==> src/rtl/sram_controller_pkg.sv <==
// Shared definitions for the MEM-stage SRAM access controller:
// FSM state encoding and SRAM geometry constants.
package sram_controller_pkg;

  typedef enum logic [1:0] {
    IDLE = 2'd0,
    LO   = 2'd1,
    HI   = 2'd2,
    DONE = 2'd3
  } state_t;

  localparam int SRAM_BASE_ADDR = 1024;
  localparam int SRAM_DATA_W    = 16;
  localparam int MAX_WAIT       = 7;

endpackage

==> src/rtl/sram_controller_if.sv <==
// Pipeline-side load/store handshake between the EXE/MEM register and the
// SRAM controller; the controller uses the slave modport.
interface sram_controller_if;

  logic        mem_r_en;
  logic        mem_w_en;
  logic [31:0] address;
  logic [31:0] dataIn;
  logic [31:0] dataOut;
  logic        ready;

  modport master (
    output mem_r_en, mem_w_en, address, dataIn,
    input  dataOut, ready
  );

  modport slave (
    input  mem_r_en, mem_w_en, address, dataIn,
    output dataOut, ready
  );

endinterface

==> src/rtl/sram_controller_wait_counter.sv <==
// Per-phase wait-state counter: clears at phase boundaries and flags the
// last cycle of a phase (count == WAIT_CYCLES).
module sram_wait_counter #(
  parameter int WAIT_CYCLES = 1
) (
  input  logic clk,
  input  logic rst,
  input  logic clear,
  input  logic en,
  output logic term
);

  logic [2:0] cnt;

  always_ff @(posedge clk) begin
    if (!rst || clear) begin
      cnt <= '0;
    end else if (en) begin
      cnt <= cnt + 3'd1;
    end
  end

  assign term = (cnt == 3'(WAIT_CYCLES));

endmodule

==> src/rtl/sram_controller.sv <==
// Splits each 32-bit load/store into two 16-bit SRAM accesses (low half,
// then high half) with programmable wait states; stalls the pipeline via ready.
module sram_controller
  import sram_controller_pkg::*;
#(
  parameter int BASE_ADDR   = SRAM_BASE_ADDR,
  parameter int SRAM_ADDR_W = 18,
  parameter int WAIT_CYCLES = 1
) (
  input  logic                   clk,
  input  logic                   rst,
  sram_controller_if.slave       bus,
  output logic [SRAM_ADDR_W-1:0] sram_addr,
  output logic [SRAM_DATA_W-1:0] sram_dq_out,
  input  logic [SRAM_DATA_W-1:0] sram_dq_in,
  output logic                   sram_dq_oe,
  output logic                   sram_we_n
);

  localparam int IDX_W = SRAM_ADDR_W - 1;

  state_t           state;
  logic             term;
  logic             busy;
  logic             req;
  logic             wr;
  logic             rd;
  logic [31:0]      offset;
  logic [IDX_W-1:0] idx;
  logic [31:0]      data_reg;

  // A simultaneous read+write request is handled as a plain write.
  assign req    = bus.mem_r_en | bus.mem_w_en;
  assign wr     = bus.mem_w_en;
  assign rd     = bus.mem_r_en & ~bus.mem_w_en;
  assign offset = bus.address - 32'(BASE_ADDR);
  assign idx    = IDX_W'(offset >> 2);
  assign busy   = (state == LO) || (state == HI);

  sram_wait_counter #(
    .WAIT_CYCLES(WAIT_CYCLES)
  ) u_wait (
    .clk  (clk),
    .rst  (rst),
    .clear(~busy | term),
    .en   (busy),
    .term (term)
  );

  // SRAM strobes are set up on the edge entering each phase so they stay glitch-free.
  always_ff @(posedge clk) begin
    if (!rst) begin
      state       <= IDLE;
      data_reg    <= '0;
      sram_addr   <= '0;
      sram_we_n   <= 1'b1;
      sram_dq_oe  <= 1'b0;
      sram_dq_out <= '0;
    end else begin
      case (state)
        IDLE: begin
          if (req) begin
            state       <= LO;
            sram_addr   <= {idx, 1'b0};
            sram_we_n   <= ~wr;
            sram_dq_oe  <= wr;
            sram_dq_out <= wr ? bus.dataIn[15:0] : '0;
          end
        end
        LO: begin
          if (term) begin
            if (rd) data_reg[15:0] <= sram_dq_in;
            state       <= HI;
            sram_addr   <= {idx, 1'b1};
            sram_dq_out <= wr ? bus.dataIn[31:16] : '0;
          end
        end
        HI: begin
          if (term) begin
            if (rd) data_reg[31:16] <= sram_dq_in;
            state       <= DONE;
            sram_we_n   <= 1'b1;
            sram_dq_oe  <= 1'b0;
            sram_dq_out <= '0;
          end
        end
        DONE: begin
          state <= IDLE;
        end
        default: begin
          state <= IDLE;
        end
      endcase
    end
  end

  assign bus.ready   = ~req | (state == DONE);
  assign bus.dataOut = bus.mem_r_en ? data_reg : '0;

endmodule

==> src/flat_wrapper.sv <==
// flat-port wrapper written by rule: the top's interface ports become plain ports
module sram_controller_flat import sram_controller_pkg::*;
#(
  parameter int BASE_ADDR   = SRAM_BASE_ADDR,
  parameter int SRAM_ADDR_W = 18,
  parameter int WAIT_CYCLES = 1
)
  (clk, rst, sram_addr, sram_dq_out, sram_dq_in, sram_dq_oe, sram_we_n, bus_mem_r_en, bus_mem_w_en, bus_address, bus_dataIn, bus_dataOut, bus_ready);
  sram_controller_if bus_i ();
  input  logic clk;
  input  logic rst;
  output logic [SRAM_ADDR_W-1:0] sram_addr;
  output logic [SRAM_DATA_W-1:0] sram_dq_out;
  input  logic [SRAM_DATA_W-1:0] sram_dq_in;
  output logic sram_dq_oe;
  output logic sram_we_n;
  input wire logic [$bits(bus_i.mem_r_en)-1:0] bus_mem_r_en;
  input wire logic [$bits(bus_i.mem_w_en)-1:0] bus_mem_w_en;
  input wire logic [$bits(bus_i.address)-1:0] bus_address;
  input wire logic [$bits(bus_i.dataIn)-1:0] bus_dataIn;
  output wire logic [$bits(bus_i.dataOut)-1:0] bus_dataOut;
  output wire logic [$bits(bus_i.ready)-1:0] bus_ready;
  assign bus_i.mem_r_en = bus_mem_r_en;
  assign bus_i.mem_w_en = bus_mem_w_en;
  assign bus_i.address = bus_address;
  assign bus_i.dataIn = bus_dataIn;
  assign bus_dataOut = bus_i.dataOut;
  assign bus_ready = bus_i.ready;
  sram_controller #(.BASE_ADDR(BASE_ADDR), .SRAM_ADDR_W(SRAM_ADDR_W), .WAIT_CYCLES(WAIT_CYCLES)) u_core (.clk(clk), .rst(rst), .bus(bus_i), .sram_addr(sram_addr), .sram_dq_out(sram_dq_out), .sram_dq_in(sram_dq_in), .sram_dq_oe(sram_dq_oe), .sram_we_n(sram_we_n));
endmodule
==> config.mk <==
export PLATFORM = sky130hd
export DESIGN_NAME = sram_controller_flat
export DESIGN_NICKNAME = d
export VERILOG_FILES = /design/src/rtl/sram_controller_pkg.sv /design/src/rtl/sram_controller_if.sv /design/src/rtl/sram_controller_wait_counter.sv /design/src/rtl/sram_controller.sv /design/src/flat_wrapper.sv
export SDC_FILE = /design/constraint.sdc
export NUM_CORES = 1
export LEC_CHECK = 0
export ABC_CLOCK_PERIOD_IN_PS = 2700
export CORE_UTILIZATION = 42
export DETAILED_ROUTE_END_ITERATION = 16
export PLACE_DENSITY_LB_ADDON = 0.1
export SYNTH_ARGS = -nofsm -noshare
export SYNTH_HDL_FRONTEND = slang
export SYNTH_SLANG_ARGS = --single-unit
==> constraint.sdc <==
create_clock -name clk -period 2.7 [get_ports clk]
set_clock_uncertainty 0.1 [all_clocks]
set_input_delay 0.54 -clock clk [delete_from_list [all_inputs] [get_ports clk]]
set_output_delay 0.54 -clock clk [all_outputs]
set_load 0.02 [all_outputs]
==> impl_metrics.prom <==
# TYPE chip_impl_metric gauge
chip_impl_metric{name="pre_cts_ws",unit="ns"} 0.0529
chip_impl_metric{name="vias_per_cell",unit=""} 4.76
chip_impl_metric{name="arrival",unit="ns"} 2.00
chip_impl_info{name="synth_area_leader",value="sky130_fd_sc_hd__dfxtp_1"} 1
chip_impl_metric{name="setup_tns_final",unit="ns"} 0
chip_impl_info{name="cp_slowest_cell",value="sky130_fd_sc_hd__clkdlybuf4s50_1"} 1
chip_impl_info{name="timing.hold.worst.class",value="flop to flop"} 1
chip_impl_metric{name="maxSlewHeadroom",unit=""} 0.292
chip_impl_metric{name="avgSynthCellArea",unit="µm²"} 8.00
chip_impl_metric{name="synth.yosys.warnings",unit=""} 0
chip_impl_metric{name="largest_register_ffs",unit=""} 32
chip_impl_metric{name="proportion_of_netlist_area_held_by_the_largest_area_contributor",unit=""} 0.428
chip_impl_metric{name="placed_area",unit="µm²"} 4910
chip_impl_metric{name="cts.sink_count",unit=""} 73
chip_impl_metric{name="drt-pass1-iter-count",unit=""} 4
chip_impl_metric{name="syn_nets",unit=""} 518
chip_impl_info{name="end_kind",value="output port"} 1
chip_impl_metric{name="number_of_setup_violations_in_the_final_report",unit=""} 0
chip_impl_metric{name="highest_cell_delay_on_the_worst_timing_path",unit="ns"} 0.61
chip_impl_metric{name="clock_transition_at_the_registers_of_the_reported_paths",unit="ns"} 0.07
chip_impl_metric{name="boundaryPins",unit=""} 153
chip_impl_metric{name="tightest_slew",unit="ns"} 1.06
chip_impl_metric{name="finalNetCount",unit=""} 652
chip_impl_info{name="rsz0062_at_grt",value="false"} 1
chip_impl_metric{name="initial_antenna_violation_count",unit=""} 0
chip_impl_metric{name="fp-row-count",unit=""} 32
chip_impl_metric{name="slew_violations",unit=""} 0
chip_impl_metric{name="period_share",unit=""} 0.977
chip_impl_metric{name="global_route_total_overflow",unit=""} 0
chip_impl_metric{name="synthCells",unit=""} 427
chip_impl_info{name="critical_path.startpoint",value="bus_mem_r_en"} 1
chip_impl_metric{name="antenna_cells",unit=""} 0
chip_impl_info{name="final_common_cell",value="sky130_fd_sc_hd__clkdlybuf4s50_1"} 1
chip_impl_metric{name="fraction_of_layout_instances_using_a_drive_strength_above_1",unit=""} 0.0655
chip_impl_metric{name="gp_congestion",unit=""} 0.813
chip_impl_info{name="status",value="finished, final reports clean"} 1
chip_impl_metric{name="timing.critical_path.fanout_max",unit=""} 35
chip_impl_metric{name="clock_path_buffers",unit=""} 2
chip_impl_info{name="hold_path_startpoint",value="u_core.data_reg[17]$_SDFFE_PN0P_"} 1
chip_impl_metric{name="synth-async-reset-ratio",unit=""} 0
chip_impl_metric{name="die_h",unit="µm"} 92.2
chip_impl_metric{name="clock_insertion_delay_worst_skew",unit="ns"} 0.33
chip_impl_info{name="crit_path_frequent_cell",value="sky130_fd_sc_hd__clkdlybuf4s50_1"} 1
chip_impl_metric{name="grt_max_degree",unit=""} 36
chip_impl_metric{name="critical_path_required",unit="ns"} 2.06
chip_impl_info{name="worst_r2r_startpoint",value="u_core.state[1]$_SDFFE_PN0P_"} 1
chip_impl_metric{name="cts.hold.buffers_added",unit=""} 0
chip_impl_metric{name="count_of_flip_flops_with_a_built_in_enable_after_synthesis",unit=""} 0
chip_impl_info{name="cts-root-buf",value="sky130_fd_sc_hd__clkbuf_8"} 1
chip_impl_metric{name="initial_core_util",unit=""} 0.438
chip_impl_metric{name="aggregate_global_route_resource_usage",unit=""} 0.202
chip_impl_metric{name="maxCapViolCount",unit=""} 0
chip_impl_metric{name="ctsHtreeMaxLevel",unit=""} 3
chip_impl_metric{name="first_global_vias",unit=""} 3104
chip_impl_metric{name="floorplan.die.width",unit="µm"} 92.2
chip_impl_metric{name="final.setup.worst_slack",unit="ns"} 0.0633
chip_impl_metric{name="port_buffers",unit=""} 137
chip_impl_metric{name="yosysSeqAreaShare",unit=""} 0.428
chip_impl_metric{name="finish.instance_area",unit="µm²"} 5090
chip_impl_metric{name="layout_min_cycle_time",unit="ns"} 2.64
chip_impl_metric{name="timing_hold_violations_final",unit=""} 0
chip_impl_metric{name="synthToLayoutAreaGrowth",unit="%"} 49.1
chip_impl_info{name="critPathLaunchType",value="primary input"} 1
chip_impl_metric{name="power.ir.vdd_worst",unit="mV"} 0.520
chip_impl_metric{name="die_area",unit="µm²"} 8500
chip_impl_metric{name="grt_pass1_wl",unit="mm"} 14.0
chip_impl_info{name="mostFrequentLayoutCells",value="sky130_fd_sc_hd__clkdlybuf4s50_1 (134), sky130_fd_sc_hd__nand2_1 (101), sky130_fd_sc_hd__dfxtp_1 (73)"} 1
chip_impl_metric{name="synth_seq_cells",unit=""} 73
chip_impl_info{name="critPathKind",value="primary input to output port"} 1
chip_impl_metric{name="vias",unit=""} 3177
chip_impl_metric{name="path_buf_inv",unit=""} 3
chip_impl_metric{name="route.antenna.remaining_nets",unit=""} 0
chip_impl_metric{name="remaining_design_rule_violation_count",unit=""} 0
chip_impl_metric{name="dp_hpwl",unit="mm"} 5.91
chip_impl_metric{name="p_total",unit="µW"} 4400
chip_impl_metric{name="finalCoreUtilization",unit=""} 0.652
chip_impl_metric{name="post_synth_num_cell_types",unit=""} 36
chip_impl_metric{name="fill_cells",unit=""} 704
chip_impl_info{name="synth_ff_type",value="sky130_fd_sc_hd__dfxtp_1"} 1
chip_impl_info{name="yosys-top-cells-area",value="sky130_fd_sc_hd__dfxtp_1 (43%), sky130_fd_sc_hd__nand2_1 (11%), sky130_fd_sc_hd__mux2i_1 (7.3%)"} 1
chip_impl_metric{name="achievable-frequency",unit="MHz"} 379
chip_impl_info{name="top_delay_family_on_crit_path",value="buffers and inverters"} 1
chip_impl_metric{name="totalWireLength",unit="mm"} 8.21
chip_impl_metric{name="wire_per_inst",unit="µm"} 12.3
chip_impl_metric{name="total_standard_cell_area_after_synthesis",unit="µm²"} 3420
chip_impl_info{name="crit_chain",value="clkdlybuf4s50_1 > buf_12 > and2_1 > clkdlybuf4s50_1"} 1
chip_impl_metric{name="placeableCoreArea",unit="µm²"} 7810
chip_impl_metric{name="dr.first_iter.drc_count",unit=""} 77
chip_impl_info{name="cts_tree",value="yes"} 1
chip_impl_metric{name="cts_buffers",unit=""} 9
chip_impl_metric{name="p_leak",unit="µW"} 0.00201
chip_impl_metric{name="power.density",unit="nW/µm²"} 863
tightest hold or removal path, stage by stage (launching register included):
cell and delay, ns:
sky130_fd_sc_hd__dfxtp_1 0.31, sky130_fd_sc_hd__nand2_1 0.05, sky130_fd_sc_hd__a21oi_1 0.05
stage by stage:
step                      hold slack (ns)  cells
final                               0.349    667
after global placement              0.332    652
after detailed placement            0.343    652
after CTS                           0.354    667
after global routing                0.372    667
after floorplan                     0.321    427
logic make-up after synthesis:
family / share of synthesized area
multiplexers: 0.0732
XOR/XNOR: 0.0154
AO/OA/AOI/OAI: 0.132
buffers and inverters: 0.0652
flip-flops: 0.428
adder cells (fa/ha/maj): 0.0256
AND/OR/NAND/NOR: 0.261
metal layers:
| metal | vias to the layer above | part of all wire | track usage | wire length (µm) |
|---|---|---|---|---|
| li1 | 1653 | - | - | - |
| met1 | 1432 | 0.45 | 0.253 | 3700 |
| met2 | 84 | 0.48 | 0.345 | 3900 |
| met3 | 8 | 0.062 | 0.0464 | 511 |
| met4 | 0 | 0.011 | 0.0625 | 93 |
| met5 | - | 0 | 0 | 0 |
report_power, final:
group / internal [µW] / switching, µW / total, µW
sequential: 1310 / 119 / 1420
clock: 418 / 373 / 791
combinational: 993 / 1190 / 2180
cells in the mapped netlist (2+ instances only):
cell type and n:
sky130_fd_sc_hd__a21oi_1 39, sky130_fd_sc_hd__ha_1 7, sky130_fd_sc_hd__nand3b_1 2, sky130_fd_sc_hd__o21ai_0 21
sky130_fd_sc_hd__mux2i_1 25, sky130_fd_sc_hd__nand3_1 21, sky130_fd_sc_hd__nor3_1 2, sky130_fd_sc_hd__dfxtp_1 73
sky130_fd_sc_hd__a211oi_1 2, sky130_fd_sc_hd__a211oi_2 4, sky130_fd_sc_hd__and2_1 32, sky130_fd_sc_hd__nor2_1 22
sky130_fd_sc_hd__buf_6 3, sky130_fd_sc_hd__nor2b_1 2, sky130_fd_sc_hd__inv_1 23, sky130_fd_sc_hd__nand2_1 101
sky130_fd_sc_hd__buf_2 3, sky130_fd_sc_hd__nand2b_1 2, sky130_fd_sc_hd__xor2_1 2, sky130_fd_sc_hd__clkbuf_1 20
sky130_fd_sc_hd__xnor2_1 4, sky130_fd_sc_hd__and3_1 3
area by class of cell:
cell class | instances | area (µm²) | area share
multi-input combinational | 303 | 1730 | 0.340
inverter | 23 | 86.3 | 0.0169
clock inverter | 4 | 45.0 | 0.00884
clock buffer | 11 | 131 | 0.0258
tap | 102 | 128 | 0.0251
timing repair buffer | 151 | 1510 | 0.296
sequential | 73 | 1460 | 0.287
repair_timing:
action	4_1_cts	5_1_grt
gates resized for setup	0	3
buffers inserted	0	0
setup endpoints to repair	0	3
path summary, 6_finish.rpt:
kind                                        end  slack (ns)  cells after the start
min            u_core.data_reg[17]$_SDFFE_PN0P_        0.35                      2
max                              bus_dataOut[3]        0.06                      4
max reg2reg  u_core.sram_dq_out[7]$_SDFFE_PN0P_        0.50                      4
min reg2reg    u_core.data_reg[17]$_SDFFE_PN0P_        0.35                      2
Note: power is estimated with default switching activity, not from simulation.
